<file path="src/rtl/div_iter_if.sv">
// div_iter_if: hazard-to-divider handshake bundle (start/operands in, ready/busy/result out).
interface div_iter_if #(parameter int WIDTH = 32);
    logic                 div_start;
    logic                 div_signed;
    logic [WIDTH-1:0]     div_opa;
    logic [WIDTH-1:0]     div_opb;
    logic                 div_ready;
    logic                 div_busy;
    logic [2*WIDTH-1:0]   div_result;
    modport master (
        output div_start, div_signed, div_opa, div_opb,
        input  div_ready, div_busy, div_result
    );
    modport slave (
        input  div_start, div_signed, div_opa, div_opb,
        output div_ready, div_busy, div_result
    );
endinterface

</file>
<file path="src/rtl/div_iter.sv">
// div_iter: iterative radix-2 restoring DIV/DIVU, one quotient bit per cycle, result {HI=rem, LO=quo}.
// Define DIV_ZERO_FAST_EN to shortcut a zero divisor through a one-cycle ZERO state.
module div_iter #(
    parameter int WIDTH = 32
) (
    input  logic       clk,
    input  logic       resetn,
    div_iter_if.slave  bus
);
    localparam int CW = $clog2(WIDTH);
    localparam logic [1:0] IDLE = 2'd0;
    localparam logic [1:0] BUSY = 2'd1;
    localparam logic [1:0] DONE = 2'd2;
`ifdef DIV_ZERO_FAST_EN
    localparam logic [1:0] ZERO = 2'd3;
`endif
    logic [1:0]       state;
    logic [WIDTH-1:0] dvd, rem, bmag;
    logic             qsign, rsign;
    logic [CW-1:0]    cnt;
    logic             sa, sb, ge;
    logic [WIDTH-1:0] amag_in, bmag_in, diff, rem_n, dvd_n, q_fix, r_fix;
    logic [WIDTH:0]   partial;
    logic [2*WIDTH-1:0] result;
    // dvd doubles as the quotient: dividend bits shift out the top as quotient bits shift in
    always_comb begin
        sa      = bus.div_signed & bus.div_opa[WIDTH-1];
        sb      = bus.div_signed & bus.div_opb[WIDTH-1];
        amag_in = sa ? -bus.div_opa : bus.div_opa;
        bmag_in = sb ? -bus.div_opb : bus.div_opb;
        partial = {rem, dvd[WIDTH-1]};
        ge      = partial >= {1'b0, bmag};
        diff    = partial[WIDTH-1:0] - bmag;
        rem_n   = ge ? diff : partial[WIDTH-1:0];
        dvd_n   = {dvd[WIDTH-2:0], ge};
        q_fix   = qsign ? -dvd_n : dvd_n;
        r_fix   = rsign ? -rem_n : rem_n;
    end
    always_ff @(posedge clk or negedge resetn) begin
        if (!resetn) begin
            state  <= IDLE;
            dvd    <= '0;
            rem    <= '0;
            bmag   <= '0;
            qsign  <= 1'b0;
            rsign  <= 1'b0;
            cnt    <= '0;
            result <= '0;
        end else begin
            case (state)
                IDLE: if (bus.div_start) begin
                    dvd   <= amag_in;
                    bmag  <= bmag_in;
                    qsign <= sa ^ sb;
                    rsign <= sa;
                    rem   <= '0;
                    cnt   <= '0;
`ifdef DIV_ZERO_FAST_EN
                    state <= (bmag_in == '0) ? ZERO : BUSY;
`else
                    state <= BUSY;
`endif
                end
                BUSY: if (!bus.div_start) begin
                    state <= IDLE;
                end else begin
                    rem <= rem_n;
                    dvd <= dvd_n;
                    cnt <= cnt + 1'b1;
                    if (cnt == CW'(WIDTH - 1)) begin
                        state  <= DONE;
                        result <= {r_fix, q_fix};
                    end
                end
`ifdef DIV_ZERO_FAST_EN
                // same values the full iteration would produce for a zero divisor
                ZERO: begin
                    result <= {(rsign ? -dvd : dvd), (qsign ? WIDTH'(1) : {WIDTH{1'b1}})};
                    state  <= DONE;
                end
`endif
                DONE:    state <= IDLE;
                default: state <= IDLE;
            endcase
        end
    end
    assign bus.div_ready  = state == DONE;
    assign bus.div_busy   = state != IDLE;
    assign bus.div_result = result;
endmodule
</file>
<file path="src/flat_wrapper.sv">
// flat-port wrapper written by rule: the top's interface ports become plain ports
module div_iter_flat 
#(
    parameter int WIDTH = 32
)
  (clk, resetn, bus_div_start, bus_div_signed, bus_div_opa, bus_div_opb, bus_div_ready, bus_div_busy, bus_div_result);
  div_iter_if #(.WIDTH(WIDTH)) bus_i ();
  input  logic clk;
  input  logic resetn;
  input wire logic [$bits(bus_i.div_start)-1:0] bus_div_start;
  input wire logic [$bits(bus_i.div_signed)-1:0] bus_div_signed;
  input wire logic [$bits(bus_i.div_opa)-1:0] bus_div_opa;
  input wire logic [$bits(bus_i.div_opb)-1:0] bus_div_opb;
  output wire logic [$bits(bus_i.div_ready)-1:0] bus_div_ready;
  output wire logic [$bits(bus_i.div_busy)-1:0] bus_div_busy;
  output wire logic [$bits(bus_i.div_result)-1:0] bus_div_result;
  assign bus_i.div_start = bus_div_start;
  assign bus_i.div_signed = bus_div_signed;
  assign bus_i.div_opa = bus_div_opa;
  assign bus_i.div_opb = bus_div_opb;
  assign bus_div_ready = bus_i.div_ready;
  assign bus_div_busy = bus_i.div_busy;
  assign bus_div_result = bus_i.div_result;
  div_iter #(.WIDTH(WIDTH)) u_core (.clk(clk), .resetn(resetn), .bus(bus_i));
endmodule
</file>
<file path="config.mk">
export PLATFORM = sky130hd
export DESIGN_NAME = div_iter_flat
export DESIGN_NICKNAME = d
export VERILOG_FILES = /design/src/rtl/div_iter_if.sv /design/src/rtl/div_iter.sv /design/src/flat_wrapper.sv
export SDC_FILE = /design/constraint.sdc
export NUM_CORES = 1
export LEC_CHECK = 0
export BUFFER_PORTS_ARGS = -buffer_cell sky130_fd_sc_hd__buf_2
export CAP_MARGIN = 20
export CORE_MARGIN = 2
export CORE_UTILIZATION = 30
export DETAILED_ROUTE_END_ITERATION = 16
export GPL_TIMING_DRIVEN = 0
export MAX_ROUTING_LAYER = met4
export SLEW_MARGIN = 20
export SYNTH_ARGS = -nofsm -noshare
export SYNTH_HDL_FRONTEND = slang
export SYNTH_SLANG_ARGS = --single-unit
</file>
<file path="constraint.sdc">
create_clock -name clk -period 5.73 [get_ports clk]
set_input_delay 1.146 -clock clk [delete_from_list [all_inputs] [get_ports clk]]
set_output_delay 1.146 -clock clk [all_outputs]
set_load 0.005 [all_outputs]
</file>
======== After elaboration in Yosys (flattened, before gate mapping) ========
Cells that the tools add are included.
storage, ports and cells
  logic and storage cells ................. 49
  register bits after elaboration ......... 169
  output and inout bits ................... 66
  bits of input ports ..................... 68
operators by class
  eq/ne operators ......................... 6
  order comparisons ....................... 1
  muxes and demuxes ....................... 18
  reduce and logical (&&, ||, !) cells .... 7
  bitwise gates (word level) .............. 3
  add/sub/neg operators ................... 6
operators by type and width
  cell                                                              number
  32-bit 2-to-1 mux                                                 9
  32-bit negation                                                   4
  32-bit one-hot mux with 2 select lines                            2
  33-bit by 32-bit >= comparator with 1-bit output                  1
  32-bit subtractor                                                 1
  5-bit 2-to-1 mux                                                  2
  5-bit one-hot mux with 2 select lines                             1
  2-bit 2-to-1 mux                                                  3
  3-bit AND reduction                                               2
  5-bit by 1-bit adder with 5-bit output (second input constant)    1
  5-bit == test (second input constant)                             1
  2-bit != test (second input constant)                             2
  2-bit one-hot mux with 2 select lines                             1
  2-bit AND reduction                                               2
  2-bit nonzero test                                                2
  3-bit by 2-bit != test with 1-bit output (second input constant)  1
  1-bit bitwise AND                                                 2
  2-bit by 1-bit == test with 1-bit output (second input constant)  1
  2-bit == test (second input constant)                             1
  2-bit zero test                                                   1
  1-bit bitwise XOR                                                 1

======== Longest topological paths before layout ========
Gate-level depths: netlist of run 1.
  word-level depth ........................ 4
  gate-level depth with buffers ........... 23
  mapped depth without buffers ............ 18

======== Least setup slack after synthesis of run 1 ========
Ideal clock, no wire load.
  kind .................................... register -> register
  from .................................... register u_core.rem[22]
  to ...................................... register u_core.result[58] (netlist: u_core.bus.div_result[58])
  arrival time ............................ 4540 ps
  path slack .............................. 1060 ps
  stages on the path, launching flop included .. 22
  period minus slack after synthesis ...... 4670 ps
  library setup time ...................... 130 ps
  required time ........................... 5600 ps
  buffers on the path ..................... 5
  cell sequence ........................... dfrtp_1 -> ha_1 -> buf_2 -> nand3_1 -> or4_1 -> nor3b_2 -> nor3_4 -> nand2_1 -> buf_2 -> buf_2 -> buf_2 -> buf_2 -> nand2_1 -> o21ai_0 -> ha_1 -> inv_1 -> nor4b_2 -> a41o_1 -> nand3b_4 -> o41ai_2 -> xnor2_1 -> o21ai_1
between the ends
  longest elaborated chain between the ends .. 4
  elaborated cells between the ends (all ways) .. 5
  those cells by class .................... add/sub: 2; order compare: 1; mux: 2
RTL lines
  what                                                                                          line                            RTL
  start, declared                                                                               div_iter.sv:18                  logic [WIDTH-1:0] dvd, rem, bmag;
  start signal, assigned                                                                        div_iter.sv:67                  rem <= rem_n;
  32-bit subtractor / 33-bit by 32-bit >= comparator with 1-bit output (equally long branches)  div_iter.sv:33, div_iter.sv:32
  32-bit 2-to-1 mux (*)                                                                         div_iter.sv:34                  rem_n = ge ? diff : partial[WIDTH-1:0];
  32-bit negation                                                                               div_iter.sv:37                  r_fix = rsign ? -rem_n : rem_n;
  32-bit 2-to-1 mux (*)                                                                         div_iter.sv:37
  end signal, assigned                                                                          div_iter.sv:72                  result <= {r_fix, q_fix};
  end, declared                                                                                 div_iter.sv:24                  logic [2*WIDTH-1:0] result;
Every way passes the cells marked *; elsewhere a longest branch is shown, timed or not.
A chain may end at the register's enable or synchronous reset.

======== Worst setup path after layout of run 1 ========
  from .................................... register u_core.rem[22]
  to ...................................... register u_core.result[56] (netlist: u_core.bus.div_result[56])
The elaborated chain is that of the path after synthesis.

==> results.cfg, run 1 <==
[outcome]
status = finished, final reports clean

[critical_path]
crit_arrival_ps = 5670
cp_max_fo = 19
reg2reg_to = u_core.bus.div_result[56]$_DFFE_PN0P_
r2r_cells = 20
cp-start-kind = register
worst-setup-path-type = register to register
cp_data_required_time_ps = 6050
r2r-start = u_core.rem[22]$_DFFE_PN0P_
reg2reg_slack_ps = 390
worstSetupEndpointType = register

[final_layout]
drive_gt1_frac = 0.131
area_delta_synth_final_pct = 16.7
fill_cells = 4290
fin_util = 0.356
fin_nets = 1770
multi_input_area_um2 = 7420
register_area_um2 = 4230
stdcell_area_um2 = 14200

[synthesis]
synthSimpleGateAreaFrac = 0.208
yosys.area.top_type_share = 0.348
ys_types = 82
synth_common_cells = nand2_1 (208), dfrtp_1 (169), o21ai_0 (144)
synth_area_um2 = 12100
synth-adder-area-share = 0.0408
synth_top_family_by_area = compound AO/OA/AOI/OAI gates
synth_mux_area_frac = 0.0202
ys_seq_area_frac = 0.348
synth_edf_count = 0
syn_nets = 1621
yosys_register_bits = 169
synth_area_per_cell_um2 = 8.02
ys_async_sr_fraction = 1.00
yosys_warnings = 0
synth_top_area_cell = dfrtp_1
synthTopCellsByArea = dfrtp_1 (35%), nand2_1 (6.4%), o21ai_0 (5.9%), a21oi_1 (5.5%), xor2_1 (5.1%)
synthCells = 1514
synthFlopType = dfrtp_1
synth-xor-area-share = 0.0923
synth_most_common_cell = nand2_1
synth_compound_area_frac = 0.245

[global_routing]
grt.total_usage = 0.201
grt_pass1_wl_mm = 64.1
grt_overflow = 0
grt_max_degree = 73
grt_pass1_vias = 11500
antenna_found_initial = 1

[timing]
timing.setup.tns_ps = 0
rsz0062_at_grt = false
whs_ps = 472
tightestPinTransition_ps = 1210
period_minus_slack_ps = 5340
slew_viol_final = 0
relSlewSlack = 0.193
hold_violations = 0
max_freq_ghz = 0.187
skew_ps = 15.7
finalSetupViolations = 0
final_min_period_over_clock_period = 0.933

[drt]
route.met3.wl_mm = 2.21
wl_per_cell_um = 18.5
met2WireLength_mm = 18.0
drcViolationCount = 0
drtPass1Iterations = 4
routed.top_layer = met4
viasPerCell = 5.37
totalWireLength_mm = 40.8
postRouteAntennaNets = 0
dr_total_vias = 11800
wl_met1_mm = 19.3
drt_iter0_drc = 969

[power_and_ir_drop]
p_leak_nw = 6.28
cellPowerDensity_nw_per_um2 = 454
total_power_mw = 6.43
ir_drop_mv = 0.270

[floorplanning]
fp.dieH_um = 205
io_pins = 134
start_util = 0.305
rows = 73
die_area_um2 = 42100
die-width_um = 205
coreArea_um2 = 39800

[min_path]
hp-start = u_core.bus.div_result[35]$_DFFE_PN0P_
hold_depth = 2
hold_class = register to register
hold_path_end = u_core.bus.div_result[35]$_DFFE_PN0P_

[clock_tree]
htreeDepth = 4
cts_root_buf = clkbuf_16
numCtsBuffers = 17
clock_sinks = 169
clk_pin_slew_ps = 80
cts_hold_buf = 0
cts_tree = done
clockBufferDepth = 2
clock_latency_ps = 450

[job]
cap_violations = 0

[place]
hpwl_mm = 32.6
io_buffer_count = 133
placed_area_um2 = 13500
gp_congestion = 0.930
kinds of logic after synthesis:
group / after synthesis
muxes: 24
xor gates and xnor gates: 128
adders and majority gates: 39
buffers and inverters: 141
and+or+nand+nor: 533
AOI/OAI and AO/OA: 480
DFF: 169
repair_timing:
action,4_1_cts,5_1_grt
gates resized for setup,8,8
buffers inserted,0,4
hold endpoints to repair,0,0
setup endpoints to repair,8,10
pin swaps,0,4
sequential cells by signal, summed over array words and instances, names as in the netlist:
name,count
u_core.bmag,32
u_core.bus.div_result,64
u_core.cnt,5
u_core.dvd,32
u_core.qsign,1
u_core.rem,32
u_core.rsign,1
u_core.state,2
critical path: stages (launching register included):
cell and delay [ps]:
dfrtp_1 470, ha_1 320, buf_2 180, nand3_1 170, or4_1 650, nor3b_4 300
nor3_4 80, nand2_2 140, buf_4 220, buf_4 220, buf_4 300, nand2_1 80
o21ai_0 170, ha_2 300, inv_1 160, nor4b_4 380, a41o_1 330, nand2_1 120
o31ai_2 300, xnor2_1 230, o21ai_1 90
power by group:
part           total [mW]  leakage, nW  internal (mW)  switching (mW)
sequential           1.60         2.21           1.35           0.244
clock                1.17        0.272          0.617           0.554
combinational        3.66         3.80           1.29            2.37
cell type report:
| type | count | share of cell area |
|---|---|---|
| Tap cell | 525 | 0.0464 |
| Clock inverter | 14 | 0.0105 |
| Buffer | 76 | 0.0219 |
| Sequential cell | 169 | 0.299 |
| Timing Repair Buffer | 139 | 0.0537 |
| Multi-Input combinational cell | 1204 | 0.524 |
| Antenna cell | 1 | 0.000177 |
| Inverter | 56 | 0.0148 |
| Clock buffer | 18 | 0.0303 |
layer usage:
layer | vias to the layer above | global-route usage
met3 | 55 | 0.0310
met5 | - | -
met2 | 326 | 0.302
li1 | 5722 | -
met4 | 0 | 0.0717
met1 | 5711 | 0.275
cell usage in the layout (no fill, tap or decap), types with 7 or more instances in the layout:
master,count
nand4_1,19
nand2b_1,14
buf_4,7
o21ai_1,39
clkbuf_16,17
o21ai_0,144
nor2_1,131
clkbuf_1,55
a22o_1,7
xnor2_1,57
nor3_1,32
dfrtp_1,169
and3_1,8
or4_1,14
mux2i_1,20
nand2_1,207
buf_2,142
inv_1,55
or3_1,21
nor4_1,16
xor2_1,71
a31oi_1,13
o31ai_1,23
o41ai_1,10
ha_1,36
buf_1,8
a21o_1,22
a21oi_1,133
nand3_1,26
o21a_1,9
a211oi_1,9
worst max path at each step:
stage,startpoint,endpoint,slack (ps)
floorplan,u_core.rem[22]$_DFFE_PN0P_,u_core.bus.div_result[58]$_DFFE_PN0P_,1060
global placement,u_core.rem[23]$_DFFE_PN0P_,u_core.bus.div_result[62]$_DFFE_PN0P_,-750
detailed placement,u_core.rem[11]$_DFFE_PN0P_,u_core.bus.div_result[62]$_DFFE_PN0P_,-690
CTS,u_core.rem[22]$_DFFE_PN0P_,u_core.bus.div_result[56]$_DFFE_PN0P_,10
global route,u_core.rem[22]$_DFFE_PN0P_,u_core.bus.div_result[56]$_DFFE_PN0P_,120
finish,u_core.rem[22]$_DFFE_PN0P_,u_core.bus.div_result[56]$_DFFE_PN0P_,390
stage by stage:
stage,setup WS [ps],std cells
2_1_floorplan,1060,1514
3_3_place_gp,-755,2172
3_5_place_dp,-686,2174
4_1_cts,11.4,2203
5_1_grt,119,2202
6_report,385,2202
Power figures use the tool's default switching activity.
==> inputs of run 2 (changes only) <==
Settings changed: CTS_CLUSTER_DIAMETER set to 80, MAX_ROUTING_LAYER met4 to not set.
==> run 2 against run 1 <==
Sequential share of layout area barely moved. Core utilization hardly changed. Worst setup slack worse by 140 ps. Flip-flop and latch count is the same. Die area is the same. Largest power group unchanged. Global-route usage fell by 0.69 points. Final area is essentially flat. Combinational power hardly changed. Clock power up 6%. Clock skew is 3.7 ps higher.
==> results.cfg, run 2 (synthesis results as in run 1) <==
[final_layout]
antenna_cells = 0
layout_commonest_cell = nand2_1
fill_cells = 4253
area_delta_synth_final_pct = 16.7
mostFrequentLayoutCells = nand2_1 (207), dfrtp_1 (169), o21ai_0 (143)
largest_register_ffs = 64
drive_gt1_frac = 0.129
fin_util = 0.356
fin_nets = 1770

[floorplanning]
rows = 73
io_pins = 134
die-width_um = 205
fp.dieH_um = 205
start_util = 0.305
die_area_um2 = 42100
coreArea_um2 = 39800

[timing]
slew_viol_final = 0
whs_ps = 480
finalSetupViolations = 0
skew_ps = 19.3
final_min_period_over_clock_period = 0.957
period_minus_slack_ps = 5480
hold_violations = 0
tightestPinTransition_ps = 1160
relSlewSlack = 0.221
max_freq_ghz = 0.182

[clock_tree]
clock_sinks = 169
cts_hold_buf = 0
htreeDepth = 4
clk_pin_slew_ps = 90
clockBufferDepth = 2
numCtsBuffers = 17
cts_root_buf = clkbuf_16
cts_tree = done
clock_latency_ps = 450

[min_path]
hold_depth = 2
hold_class = register to register
hold_path_end = u_core.bus.div_result[40]$_DFFE_PN0P_
hp-start = u_core.bus.div_result[40]$_DFFE_PN0P_

[power_and_ir_drop]
sw_frac_of_total = 0.493
p_seq_frac = 0.247
ir_drop_mv = 0.235
p_leak_nw = 6.30
cellPowerDensity_nw_per_um2 = 457
p_clk_frac = 0.191
power_frac_comb = 0.562
p_sw_mw = 3.20
internal-power_mw = 3.28

[place]
hpwl_mm = 32.0
io_buffer_count = 133
gp_congestion = 0.925

[drt]
viasPerCell = 5.41
drtPass1Iterations = 5
totalWireLength_mm = 40.6
dr_total_vias = 11900
wl_per_cell_um = 18.4
postRouteAntennaNets = 0
drcViolationCount = 0
drt_iter0_drc = 1018

[critical_path]
worstPathCellList = ha_1 > buf_2 > nand3_1 > or4_1 > nor3b_4 > nor3_4 > nand2_2 > buf_4 > buf_4 > clkbuf_4 > clkbuf_4 > nand2_1 > o21ai_1 > ha_2 > nand3_1 > or3_1 > nor3_1 > a41o_1 > nand2_1 > o31ai_2 > xnor2_1 > o21ai_1
r2r_cells = 22
crit_arrival_ps = 5800
slowest_delay_ps = 640
critPathTopFamily = simple AND/OR/NAND/NOR gates
reg2reg_slack_ps = 250
cp_data_required_time_ps = 6050
cp-start-kind = register
reg2reg_to = u_core.bus.div_result[56]$_DFFE_PN0P_
worstSetupEndpointType = register
critPathBufInv = 5
r2r-start = u_core.rem[22]$_DFFE_PN0P_
critPathSlowestCell = or4_1
cp_max_fo = 10
worst-setup-path-type = register to register

[global_routing]
grt.total_usage = 0.195
grt_max_degree = 100
grt_pass1_vias = 11500
grt_overflow = 0
antenna_found_initial = 2
grt_pass1_wl_mm = 63.7

[outcome]
status = finished, final reports clean

[job]
cap_violations = 0
## run 2: cell types whose count changed in the layout (fill, tap and decap cells not counted), sizes merged
cell / delta
buf: -3
clkinvlp: -4
clkbuf: +2
diode: -1
clkinv: +5
## run 2: final cells by class
type	count	area [um^2]	area share
multi-input cells	1204	7410	0.523
flip-flops and latches	169	4230	0.298
repair buffers	137	726	0.0512
well taps	525	657	0.0463
clock buffers	17	425	0.0300
plain buffers	78	322	0.0227
inverters	56	210	0.0148
clock inverters	15	195	0.0138
## run 2: power groups by stage
stage                     Clock (mW)  Combinational (mW)  Sequential, mW
after global routing            1.30                4.00            1.62
after global placement             0                3.42            1.61
final                           1.24                3.64            1.60
after floorplan                    0                2.55            1.51
after CTS                       1.26                3.52            1.59
after detailed placement           0                3.45            1.61
## run 2: layer usage
layer / GRT usage / routed length, um / part of all wire
met3: 0.0339 / 2430 / 0.060
met5: 0 / 23 / 0.00057
met4: 0.0581 / 1040 / 0.026
met2: 0.305 / 18100 / 0.45
met1: 0.273 / 19000 / 0.47
## run 2: through the flow
stage	instance area (um^2)	total power [mW]	setup slack, ps	setup TNS [ps]	cells
2_1_floorplan	12100	4.06	1060	0	1514
3_3_place_gp	13500	5.03	-634	-1920	2172
3_5_place_dp	13500	5.06	-614	-1780	2173
4_1_cts	14200	6.38	53.5	0	2202
5_1_grt	14200	6.92	-8.43	-14.5	2201
6_report	14200	6.48	246	0	2201
## run 2: worst max path at each step
stage / end / depth (start not counted) / startpoint
floorplan: u_core.bus.div_result[58]$_DFFE_PN0P_ / 21 / u_core.rem[22]$_DFFE_PN0P_
global placement: u_core.bus.div_result[62]$_DFFE_PN0P_ / 18 / u_core.rem[23]$_DFFE_PN0P_
detailed placement: u_core.bus.div_result[62]$_DFFE_PN0P_ / 20 / u_core.rem[11]$_DFFE_PN0P_
CTS: u_core.bus.div_result[56]$_DFFE_PN0P_ / 21 / u_core.rem[22]$_DFFE_PN0P_
global route: u_core.bus.div_result[56]$_DFFE_PN0P_ / 22 / u_core.rem[22]$_DFFE_PN0P_
finish: u_core.bus.div_result[56]$_DFFE_PN0P_ / 22 / u_core.rem[22]$_DFFE_PN0P_
## run 2: timing repair
| item | in CTS | in global routing |
|---|---|---|
| setup buffers | 0 | 3 |
| pin swaps | 0 | 3 |
| endpoints found under the setup margin | 7 | 10 |
| gates resized for setup | 9 | 5 |
## run 2: worst min-delay path, stage by stage (launching register included)
cell     delay, ps
dfrtp_1        340
nand2_1         50
o21ai_0         60
==> inputs of run 3 (changes only) <==
Settings changed: CELL_PAD_IN_SITES_DETAIL_PLACEMENT set to 1, CELL_PAD_IN_SITES_GLOBAL_PLACEMENT set to 1, PLACE_DENSITY_LB_ADDON set to 0.1.
==> run 3 against run 2 <==
Combinational power grew 7.1%. Non-clock buffer count grew 1. Via count shrank 0.53%. Largest cell class unchanged. Largest power group unchanged.
==> results.cfg, run 3 (synthesis results as in run 1) <==
[outcome]
status = finished, final reports clean

[timing]
rsz0062_at_grt = false
whs_ps = 473
relSlewSlack = 0.270
final_min_period_over_clock_period = 0.967
finalSetupViolations = 0
tightestPinTransition_ps = 1090
setup_ws_ps = 190
skew_ps = 15.2
hold_violations = 0
slew_viol_final = 0
period_minus_slack_ps = 5540
max_freq_ghz = 0.181

[job]
cap_violations = 0

[drt]
totalWireLength_mm = 47.2
wl_per_cell_um = 21.5
dr_total_vias = 11800
drcViolationCount = 0
postRouteAntennaNets = 0
drtPass1Iterations = 5
drt_iter0_drc = 726
viasPerCell = 5.38

[min_path]
hold_depth = 2
hold_path_end = u_core.bus.div_result[1]$_DFFE_PN0P_
hold_class = register to register
hp-start = u_core.bus.div_result[1]$_DFFE_PN0P_

[clock_tree]
cts_hold_buf = 0
cts_tree = done
clockBufferDepth = 2
numCtsBuffers = 17
cts_root_buf = clkbuf_16
htreeDepth = 4
clk_pin_slew_ps = 70
clock_latency_ps = 470
clock_sinks = 169

[critical_path]
cp_max_fo = 10
worst-setup-path-type = register to register
reg2reg_slack_ps = 190
r2r_cells = 21
critPathSlowestCell = or4_1
worstPathCellList = ha_1 > buf_2 > nand3_1 > or4_1 > nor3b_4 > nor3_4 > nand2_2 > buf_4 > buf_6 > buf_4 > buf_4 > nand2_1 > o21ai_0 > ha_2 > clkinvlp_4 > nor4b_4 > a41o_2 > nand3b_4 > o41ai_2 > xnor2_1 > o21ai_1
critPathBufInv = 6
reg2reg_to = u_core.bus.div_result[60]$_DFFE_PN0P_
r2r-start = u_core.rem[22]$_DFFE_PN0P_
cp_data_required_time_ps = 6070
critPathTopFamily = simple AND/OR/NAND/NOR gates
crit_top_cell = buf_4
crit_arrival_ps = 5880
cp-start-kind = register
slowest_delay_ps = 640
worstSetupEndpointType = register

[place]
placed_area_um2 = 13500
gp_congestion = 0.899
io_buffer_count = 133
preCtsSetupSlack_ps = -1530
place_inst = 2173
hpwl_mm = 37.2

[floorplanning]
rows = 73
coreArea_um2 = 39800
io_pins = 134
die_area_um2 = 42100
fp.dieH_um = 205
start_util = 0.305
die-width_um = 205

[final_layout]
antenna_cells = 0
drive_gt1_frac = 0.135
register_area_um2 = 4230
multi_input_area_um2 = 7450
largest_register_ffs = 64
area_delta_synth_final_pct = 17.4
fin_cells = 2201
fin_nets = 1771
stdcell_area_um2 = 14300
layout_commonest_cell = nand2_1
mostFrequentLayoutCells = nand2_1 (207), dfrtp_1 (169), o21ai_0 (143)
fill_cells = 4914

[global_routing]
grt_max_degree = 90
grt_overflow = 0
grt_pass1_vias = 11900
grt_pass1_wl_mm = 72.4
grt.total_usage = 0.229
antenna_found_initial = 1

[power_and_ir_drop]
ir_drop_mv = 0.242
p_leak_nw = 6.32
cellPowerDensity_nw_per_um2 = 476
-- run 3: per-layer routing --
layer / up-vias / GRT usage / wire length (um)
met5: - / 0 / 0
met4: 0 / 0.0637 / 823
met3: 38 / 0.0266 / 1610
met1: 5880 / 0.342 / 24300
li1: 5703 / - / -
met2: 213 / 0.345 / 20500
-- run 3: worst max path at each step --
stage | start | to | slack (ps) | cells after the start
after floorplan | u_core.rem[22]$_DFFE_PN0P_ | u_core.bus.div_result[58]$_DFFE_PN0P_ | 1060 | 21
after global placement | u_core.rem[23]$_DFFE_PN0P_ | u_core.bus.div_result[62]$_DFFE_PN0P_ | -1800 | 18
after detailed placement | u_core.rem[23]$_DFFE_PN0P_ | u_core.bus.div_result[62]$_DFFE_PN0P_ | -1530 | 18
after CTS | u_core.rem[8]$_DFFE_PN0P_ | u_core.bus.div_result[60]$_DFFE_PN0P_ | 0.1 | 21
after global routing | u_core.rem[22]$_DFFE_PN0P_ | u_core.bus.div_result[58]$_DFFE_PN0P_ | 4 | 21
final | u_core.rem[22]$_DFFE_PN0P_ | u_core.bus.div_result[60]$_DFFE_PN0P_ | 190 | 21
-- run 3: per-stage QoR --
stage                     total power, mW   util  TNS (ps)
after floorplan                      4.06      -         0
after global placement               5.22  0.338    -11800
after detailed placement             5.28  0.339    -10800
after CTS                            6.70  0.356         0
after global routing                 7.23  0.358         0
final                                6.78  0.358         0
-- run 3: report_power, final --
part	total [mW]	switching [mW]	internal [mW]
Combinational	3.90	2.56	1.34
Clock	1.29	0.544	0.748
Sequential	1.59	0.232	1.35
-- run 3: what timing repair did --
action	in CTS	in global routing
pin swaps	4	4
resized for setup	12	9
setup endpoints to repair	17	11
buffers inserted	2	5
-- run 3: layout make-up --
type                    instances  share of cell area
plain buffers                  75              0.0220
clock buffers                  19              0.0311
well taps                     525              0.0461
flip-flops and latches        169               0.297
repair buffers                141              0.0530
clock inverters                12              0.0133
multi-input cells            1204               0.523
inverters                      56              0.0150
-- run 3: tightest hold or removal path, stage by stage, from the launching register on --
cell and delay, ps:
dfrtp_1 340, nand2_1 40, o21ai_0 60
